[src/rtl/command_status_responder_pkg.sv]
// Shared command/status protocol types.
// Used by the responder, its bus interface and the bridges.
package command_status_responder_pkg;

  typedef enum logic {
    CMD_WRITE = 1'b0,
    CMD_READ  = 1'b1
  } cmd_e;

  typedef enum logic {
    STS_OK    = 1'b0,
    STS_ERROR = 1'b1
  } status_e;

  function automatic int unsigned timer_width(input int unsigned lat);
    return (lat > 1) ? $clog2(lat) : 1;
  endfunction

endpackage

[src/rtl/command_status_responder_if.sv]
// Combined command/status bus.
// Master issues commands and takes status; slave does the reverse.
interface command_status_responder_if;
  import command_status_responder_pkg::*;

  logic    command_valid;
  logic    command_ready;
  cmd_e    command;
  logic    status_valid;
  logic    status_ready;
  status_e status;

  modport master (
    output command_valid,
    output command,
    input  command_ready,
    input  status_valid,
    input  status,
    output status_ready
  );

  modport slave (
    input  command_valid,
    input  command,
    output command_ready,
    output status_valid,
    output status,
    input  status_ready
  );

endinterface

[src/rtl/command_status_responder_latency_timer.sv]
// Load/decrement service-latency counter.
// done is high whenever the count sits at zero.
module command_status_responder_latency_timer #(
  parameter int unsigned W = 1
) (
  input  logic         i_clk,
  input  logic         i_rst,
  input  logic         load,
  input  logic [W-1:0] load_val,
  input  logic         dec,
  output logic         done
);

  logic [W-1:0] cnt_q;

  // Load wins over decrement; decrement stops at zero.
  always_ff @(posedge i_clk or posedge i_rst) begin
    if (i_rst) begin
      cnt_q <= '0;
    end else if (load) begin
      cnt_q <= load_val;
    end else if (dec && cnt_q != '0) begin
      cnt_q <= cnt_q - 1'b1;
    end
  end

  assign done = (cnt_q == '0);

endmodule

[src/rtl/command_status_responder.sv]
// Slave endpoint: accepts WRITE/READ, tracks occupancy,
// returns one OK/ERROR status per command after LATENCY.
module command_status_responder
  import command_status_responder_pkg::*;
#(
  parameter int unsigned DEPTH   = 4,
  parameter int unsigned LATENCY = 2,
  localparam int unsigned CW = $clog2(DEPTH + 1)
) (
  input  logic          i_clk,
  input  logic          i_rst,
  command_status_responder_if.slave bus,
  output logic [CW-1:0] o_count
);

  localparam int unsigned TW = timer_width(LATENCY);
  localparam logic [TW-1:0] LOAD_VAL = TW'(LATENCY - 1);
  localparam logic [CW-1:0] FULL = CW'(DEPTH);

  typedef enum logic [1:0] {
    IDLE,
    BUSY,
    RESPOND
  } state_e;

  state_e        state_q, state_d;
  logic [CW-1:0] count_q;
  status_e       status_q;
  logic          accept;
  logic          t_load;
  logic          t_dec;
  logic          t_done;
  logic          wr_ok, wr_err, rd_ok, rd_err;

  command_status_responder_latency_timer #(
    .W (TW)
  ) u_timer (
    .i_clk    (i_clk),
    .i_rst    (i_rst),
    .load     (t_load),
    .load_val (LOAD_VAL),
    .dec      (t_dec),
    .done     (t_done)
  );

  // State register.
  always_ff @(posedge i_clk or posedge i_rst) begin
    if (i_rst) state_q <= IDLE;
    else       state_q <= state_d;
  end

  // Next state and timer control.
  always_comb begin
    state_d = state_q;
    accept  = 1'b0;
    t_load  = 1'b0;
    t_dec   = 1'b0;
    unique case (state_q)
      IDLE: begin
        if (bus.command_valid && bus.command_ready) begin
          accept  = 1'b1;
          t_load  = 1'b1;
          state_d = BUSY;
        end
      end
      BUSY: begin
        if (t_done) state_d = RESPOND;
        else        t_dec   = 1'b1;
      end
      RESPOND: begin
        if (bus.status_ready) state_d = IDLE;
      end
      default: state_d = IDLE;
    endcase
  end

  assign wr_ok  = (bus.command == CMD_WRITE) && (count_q != FULL);
  assign wr_err = (bus.command == CMD_WRITE) && (count_q == FULL);
  assign rd_ok  = (bus.command == CMD_READ)  && (count_q != '0);
  assign rd_err = (bus.command == CMD_READ)  && (count_q == '0);

  // Occupancy and latched status, both updated at acceptance.
  always_ff @(posedge i_clk or posedge i_rst) begin
    if (i_rst) begin
      count_q  <= '0;
      status_q <= STS_OK;
    end else if (accept) begin
      unique case (1'b1)
        wr_ok: begin
          count_q  <= count_q + 1'b1;
          status_q <= STS_OK;
        end
        rd_ok: begin
          count_q  <= count_q - 1'b1;
          status_q <= STS_OK;
        end
        wr_err, rd_err: begin
          status_q <= STS_ERROR;
        end
        default: status_q <= STS_ERROR;
      endcase
    end
  end

  assign bus.command_ready = (state_q == IDLE) && !i_rst;
  assign bus.status_valid  = (state_q == RESPOND);
  assign bus.status        = status_q;
  assign o_count           = count_q;

endmodule

[src/flat_wrapper.sv]
// flat-port wrapper written by rule: the top's interface ports become plain ports
module command_status_responder_flat import command_status_responder_pkg::*;
#(
  parameter int unsigned DEPTH   = 4,
  parameter int unsigned LATENCY = 2,
  localparam int unsigned CW = $clog2(DEPTH + 1)
)
  (i_clk, i_rst, o_count, bus_command_valid, bus_command, bus_command_ready, bus_status_valid, bus_status, bus_status_ready);
  command_status_responder_if bus_i ();
  input  logic i_clk;
  input  logic i_rst;
  output logic [CW-1:0] o_count;
  input wire logic [$bits(bus_i.command_valid)-1:0] bus_command_valid;
  input wire logic [$bits(bus_i.command)-1:0] bus_command;
  output wire logic [$bits(bus_i.command_ready)-1:0] bus_command_ready;
  output wire logic [$bits(bus_i.status_valid)-1:0] bus_status_valid;
  output wire logic [$bits(bus_i.status)-1:0] bus_status;
  input wire logic [$bits(bus_i.status_ready)-1:0] bus_status_ready;
  assign bus_i.command_valid = bus_command_valid;
  assign bus_i.command = bus_command;
  assign bus_command_ready = bus_i.command_ready;
  assign bus_status_valid = bus_i.status_valid;
  assign bus_status = bus_i.status;
  assign bus_i.status_ready = bus_status_ready;
  command_status_responder #(.DEPTH(DEPTH), .LATENCY(LATENCY)) u_core (.i_clk(i_clk), .i_rst(i_rst), .bus(bus_i), .o_count(o_count));
endmodule
[config.mk]
export PLATFORM = sky130hd
export DESIGN_NAME = command_status_responder_flat
export DESIGN_NICKNAME = d
export VERILOG_FILES = /design/src/rtl/command_status_responder_pkg.sv /design/src/rtl/command_status_responder_if.sv /design/src/rtl/command_status_responder_latency_timer.sv /design/src/rtl/command_status_responder.sv /design/src/flat_wrapper.sv
export SDC_FILE = /design/constraint.sdc
export NUM_CORES = 1
export LEC_CHECK = 0
export ABC_AREA = 1
export BUFFER_PORTS_ARGS = -buffer_cell sky130_fd_sc_hd__buf_4
export CELL_PAD_IN_SITES_DETAIL_PLACEMENT = 1
export CELL_PAD_IN_SITES_GLOBAL_PLACEMENT = 1
export CORE_AREA = 2 2 39 41
export DETAILED_ROUTE_END_ITERATION = 8
export DIE_AREA = 0 0 41 43
export PLACE_DENSITY_LB_ADDON = 0.2
export SETUP_SLACK_MARGIN = 0.5
export SLEW_MARGIN = 15
export SYNTH_ARGS = -nofsm -noshare
export SYNTH_HDL_FRONTEND = slang
export SYNTH_HIERARCHICAL = 1
export SYNTH_SLANG_ARGS = --single-unit
[constraint.sdc]
create_clock -name i_clk -period 3.85 [get_ports i_clk]
set_input_delay 0.1925 -clock i_clk [delete_from_list [all_inputs] [get_ports i_clk]]
set_output_delay 0.1925 -clock i_clk [all_outputs]
set_load 0.005 [all_outputs]
Word-level counts from Yosys, hierarchy flattened
Cells that the tools add are included.

word-level totals
  bits in registers = 7
  bits of input ports = 5
  word-level logic and storage cells = 39

operators by class
  add/sub/neg operators = 3
  equality and inequality tests = 6
  mux-type cells = 12
  bitwise operators = 1
  reductions and logical operators = 13

operators with widths
  cell                                                  number
  2-to-1 mux 1 bit                                      7
  2-to-1 mux 2 bit                                      3
  one-hot mux 2 bit (3 select lines)                    1
  one-hot mux 3 bit (2 select lines)                    1
  logical AND 1 bit                                     5
  != test 2 x 1 -> 1 bit (second input constant)        2
  nonzero test 2 bit                                    2
  adder 3 x 1 -> 3 bit (second input constant)          1
  != test 3 bit (second input constant)                 1
  AND reduction 3 bit                                   1
  nonzero test 3 bit                                    1
  subtractor 3 x 1 -> 3 bit (second input constant)     1
  equality test 2 x 1 -> 1 bit (second input constant)  1
  equality test 2 bit (second input constant)           1
  logical NOT 2 bit                                     1
  != test 2 bit (second input constant)                 1
  AND reduction 2 bit                                   1
  OR reduction 2 bit                                    1
  logical NOT 1 bit                                     1
  NOT 1 bit                                             1
  subtractor 1 bit (second input constant)              1

Logic depth before layout (Yosys ltp)
  word-level depth = 6
  mapped depth = 9
  mapped depth without buffers = 9

Cells and area by module
Netlist, hierarchy kept.

modules (own cells, without submodules)
  module                                  times used  cells an instance  area each (sq um)
  command_status_responder                1           47                 380.4
  command_status_responder_latency_timer  1           8                  52.6

Least setup slack after synthesis
No wires, ideal clock.

  path type = register to register
  from = register u_core.count_q[1], in the netlist u_core/o_count[1]
  to = register u_core.count_q[1], in the netlist u_core/o_count[1]
  library setup time = 0.074 ns
  arrival = 1.257 ns
  required time = 3.776 ns
  path slack = 2.519 ns
  stages on the path, launching flop included = 6
  path through = dfrtp_1 > nor2_1 > nand2_1 > nand2_1 > fa_1 > o21ai_2

on the way
  cells in the longest elaborated chain, start to end = 4
  elaborated cells between the ends (all ways) = 9
  those cells by class = add/sub (2); eq/ne (1); mux (1); reduce/logical (5)

ends and longest elaborated chain
  item                                                                               RTL line                        text
  start: declaration                                                                 command_status_responder.sv:27  logic [CW-1:0] count_q;
  start signal: assignment                                                           command_status_responder.sv:90  count_q <= count_q + 1'b1;
  start signal: assignment                                                           command_status_responder.sv:94  count_q <= count_q - 1'b1;
  parallel branches: the longest is 4 deep, another holds subtractor 3 x 1 -> 3 bit  n/a

Several ways; the timed one is not identified.
A chain may end at the register's enable or synchronous reset.

Worst setup path in the final report
Same ends and word-level chain as after synthesis.

==> reports/qor.csv <==
metric,value,unit
status,completed,
"Gates resized, CTS repair",0,
"Slew Viols, Final",0,
clk buf depth,2,
Final Skew,0.00453,ns
TritonCTS clock tree,yes,
Critical Path AT,1.64,ns
number of cell rows,14,
final worst slack,2.39,ns
postcts setup bufs,0,
H-Tree Depth,1,
die width,41,um
GRT Total Usage,0.130,
setup_tns,0,ns
# fillers,173,
synth unique cells,18,
Worst setup EP type,flop,
# nets final,77,
P&R area growth vs syn,30.3,%
final hold vios,0,
register area share after synthesis,0.405,
DP Worst Slack,2.41,ns
share of the synthesized area in the top cell type,0.405,
first-pass GRT wire length,1550,um
worst-skew pair later-pin latency,0.25,ns
total wire length,880,um
Core Box Area,0.00138,mm^2
largest net degree at the start of global routing,7,
Routed Antenna Nets,0,
Mapped Cells,55,
synthesized cell area,433,um^2
crit path time final,1.46,ns
starting density of the core,0.313,
Root Buffer,clkbuf_4,
Pleak,0.312,nW
drt via density,4.33,
DIE AREA,0.00176,mm^2
dpl hpwl,704,um
initial DRC count,3,
YS warnings,6,
leading area contributor after synthesis,dfrtp_1,
IO Port Bufs,10,
Setup Viol. Count Final,0,
max_cap viols,0,
Clock transition at path regs,0.06,ns
vias post-DR,372,
diode count,0,
Worst Path Required,4.03,ns
DR pass1 iterations,2,
IO Count,11,
Inserted Clock Buffers,3,
vias in the first global route,385,
Worst Setup Start Kind,flop,
RSZ-0062 raised after global routing,false,
#FFs+latches synth,7,
Avg Synthesized Cell Area,7.87,um^2
power density over cell area,736,mW/mm^2
Avg WL per Cell,10.2,um
Post-Layout Inst Area,564,um^2
top post-synthesis cells by area,"dfrtp_1 (40%), nand2_1 (11%), inv_1 (9.5%)",
Placed Instance Area,528,um^2
share of cells above drive strength 1,0.314,
"Remaining Overflow, GRT",0,
DRC Markers,0,
Post-Syn Nets,61,
initial antenna violation count,0,
Final Cycle Share,0.378,
Min-Delay Path Class,primary input to flop,
Worst VDD drop,282,uV
TritonCTS Sinks,7,
WS Path Type,flop to flop,
routability cong.,0.695,
hold buffers post-CTS,1,
die height,43,um
CP max FO,4,
fmax,687,MHz
-- worst max-delay path, cell delays in order, from the launching register on --
cell and delay [ns]:
dfrtp_1 0.40, nor2_1 0.25, nand2_1 0.09, nand2_1 0.09
fa_1 0.42, o21ai_2 0.14
-- final timing paths --
path                                         to  slack [ns]               from  cells past startpoint
max                           u_core/o_count[1]        2.39  u_core/o_count[1]                      5
min                           u_core/state_q[1]        0.12   bus_status_ready                      2
max reg2reg                   u_core/o_count[1]        2.39  u_core/o_count[1]                      5
min reg2reg                   u_core/bus.status        0.50  u_core/bus.status                      1
max in group asynchronous     u_core/o_count[2]        3.18              i_rst                      3
min in group asynchronous  u_core/u_timer/cnt_q        0.36              i_rst                      3
-- flip-flops by register name, indices dropped and copies added (netlist names) --
| register | cells |
|---|---|
| u_core/bus.status | 1 |
| u_core/o_count | 3 |
| u_core/state_q | 2 |
| u_core/u_timer/cnt_q | 1 |
-- cells by family after synthesis --
| logic type | after synthesis | synth area share |
|---|---|---|
| other | 1 | 0.00866 |
| xor gates and xnor gates | 1 | 0.0202 |
| DFF | 7 | 0.405 |
| and+or+nand+nor | 26 | 0.303 |
| AOI/OAI and AO/OA | 5 | 0.0838 |
| buffers and inverters | 14 | 0.133 |
| adders and majority gates | 1 | 0.0462 |
-- cell type report --
type	count	area, um^2	share of cell area
repair buffers	11	85.1	0.151
flip-flops and latches	7	175	0.310
inverters	14	57.6	0.102
clock buffers	4	26.3	0.0466
multi-input cells	34	200	0.355
well taps	16	20.0	0.0355
-- cells in the mapped netlist --
cell type and n:
nor2_4 2, o21bai_1 1, nand2_1 13, inv_2 2, nand2_2 2, clkinv_4 1
o31ai_1 1, nand2_4 1, nand3_1 5, dfrtp_1 7, o21ai_0 1, xor2_1 1
conb_1 1, inv_1 11, o21a_1 1, fa_1 1, o21ai_2 1, nor2_1 3
-- stage by stage --
stage | std cells | power, W | hold WS [ns] | utilization
floorplan | 55 | 0.000275 | -0.0788 | -
global placement | 81 | 0.000346 | 0.0679 | 0.382
detailed placement | 81 | 0.000352 | 0.0708 | 0.382
CTS | 86 | 0.000423 | 0.108 | 0.408
global route | 86 | 0.000461 | 0.106 | 0.408
finish | 86 | 0.000415 | 0.116 | 0.408
-- cells in the final DEF (no fill, tap or decap), drive strengths merged --
cell and count:
dlygate4sd3 1, fa 1, clkinv 1, inv 13, nand3 5, conb 1, xor2 1, o21ai 2
nor2 5, o21a 1, buf 10, clkbuf 4, dfrtp 7, nand2 16, o21bai 1, o31ai 1
-- report_power, final --
| group | switching [W] | total, W | internal, W | leakage [nW] |
|---|---|---|---|---|
| registers | 0.0000318 | 0.000139 | 0.000107 | 0.0874 |
| clock network | 0.0000274 | 0.0000670 | 0.0000396 | 0.0150 |
| logic | 0.000111 | 0.000209 | 0.0000978 | 0.209 |
| total | 0.000170 | 0.000415 | 0.000245 | 0.312 |
-- layer usage --
layer	track usage	wire length, um	up-vias
met3	0.0785	41	0
li1	-	-	192
met4	0.0200	0	0
met1	0.171	424	174
met5	0	0	-
met2	0.184	414	6
Note: power is estimated with default switching activity, not from simulation.
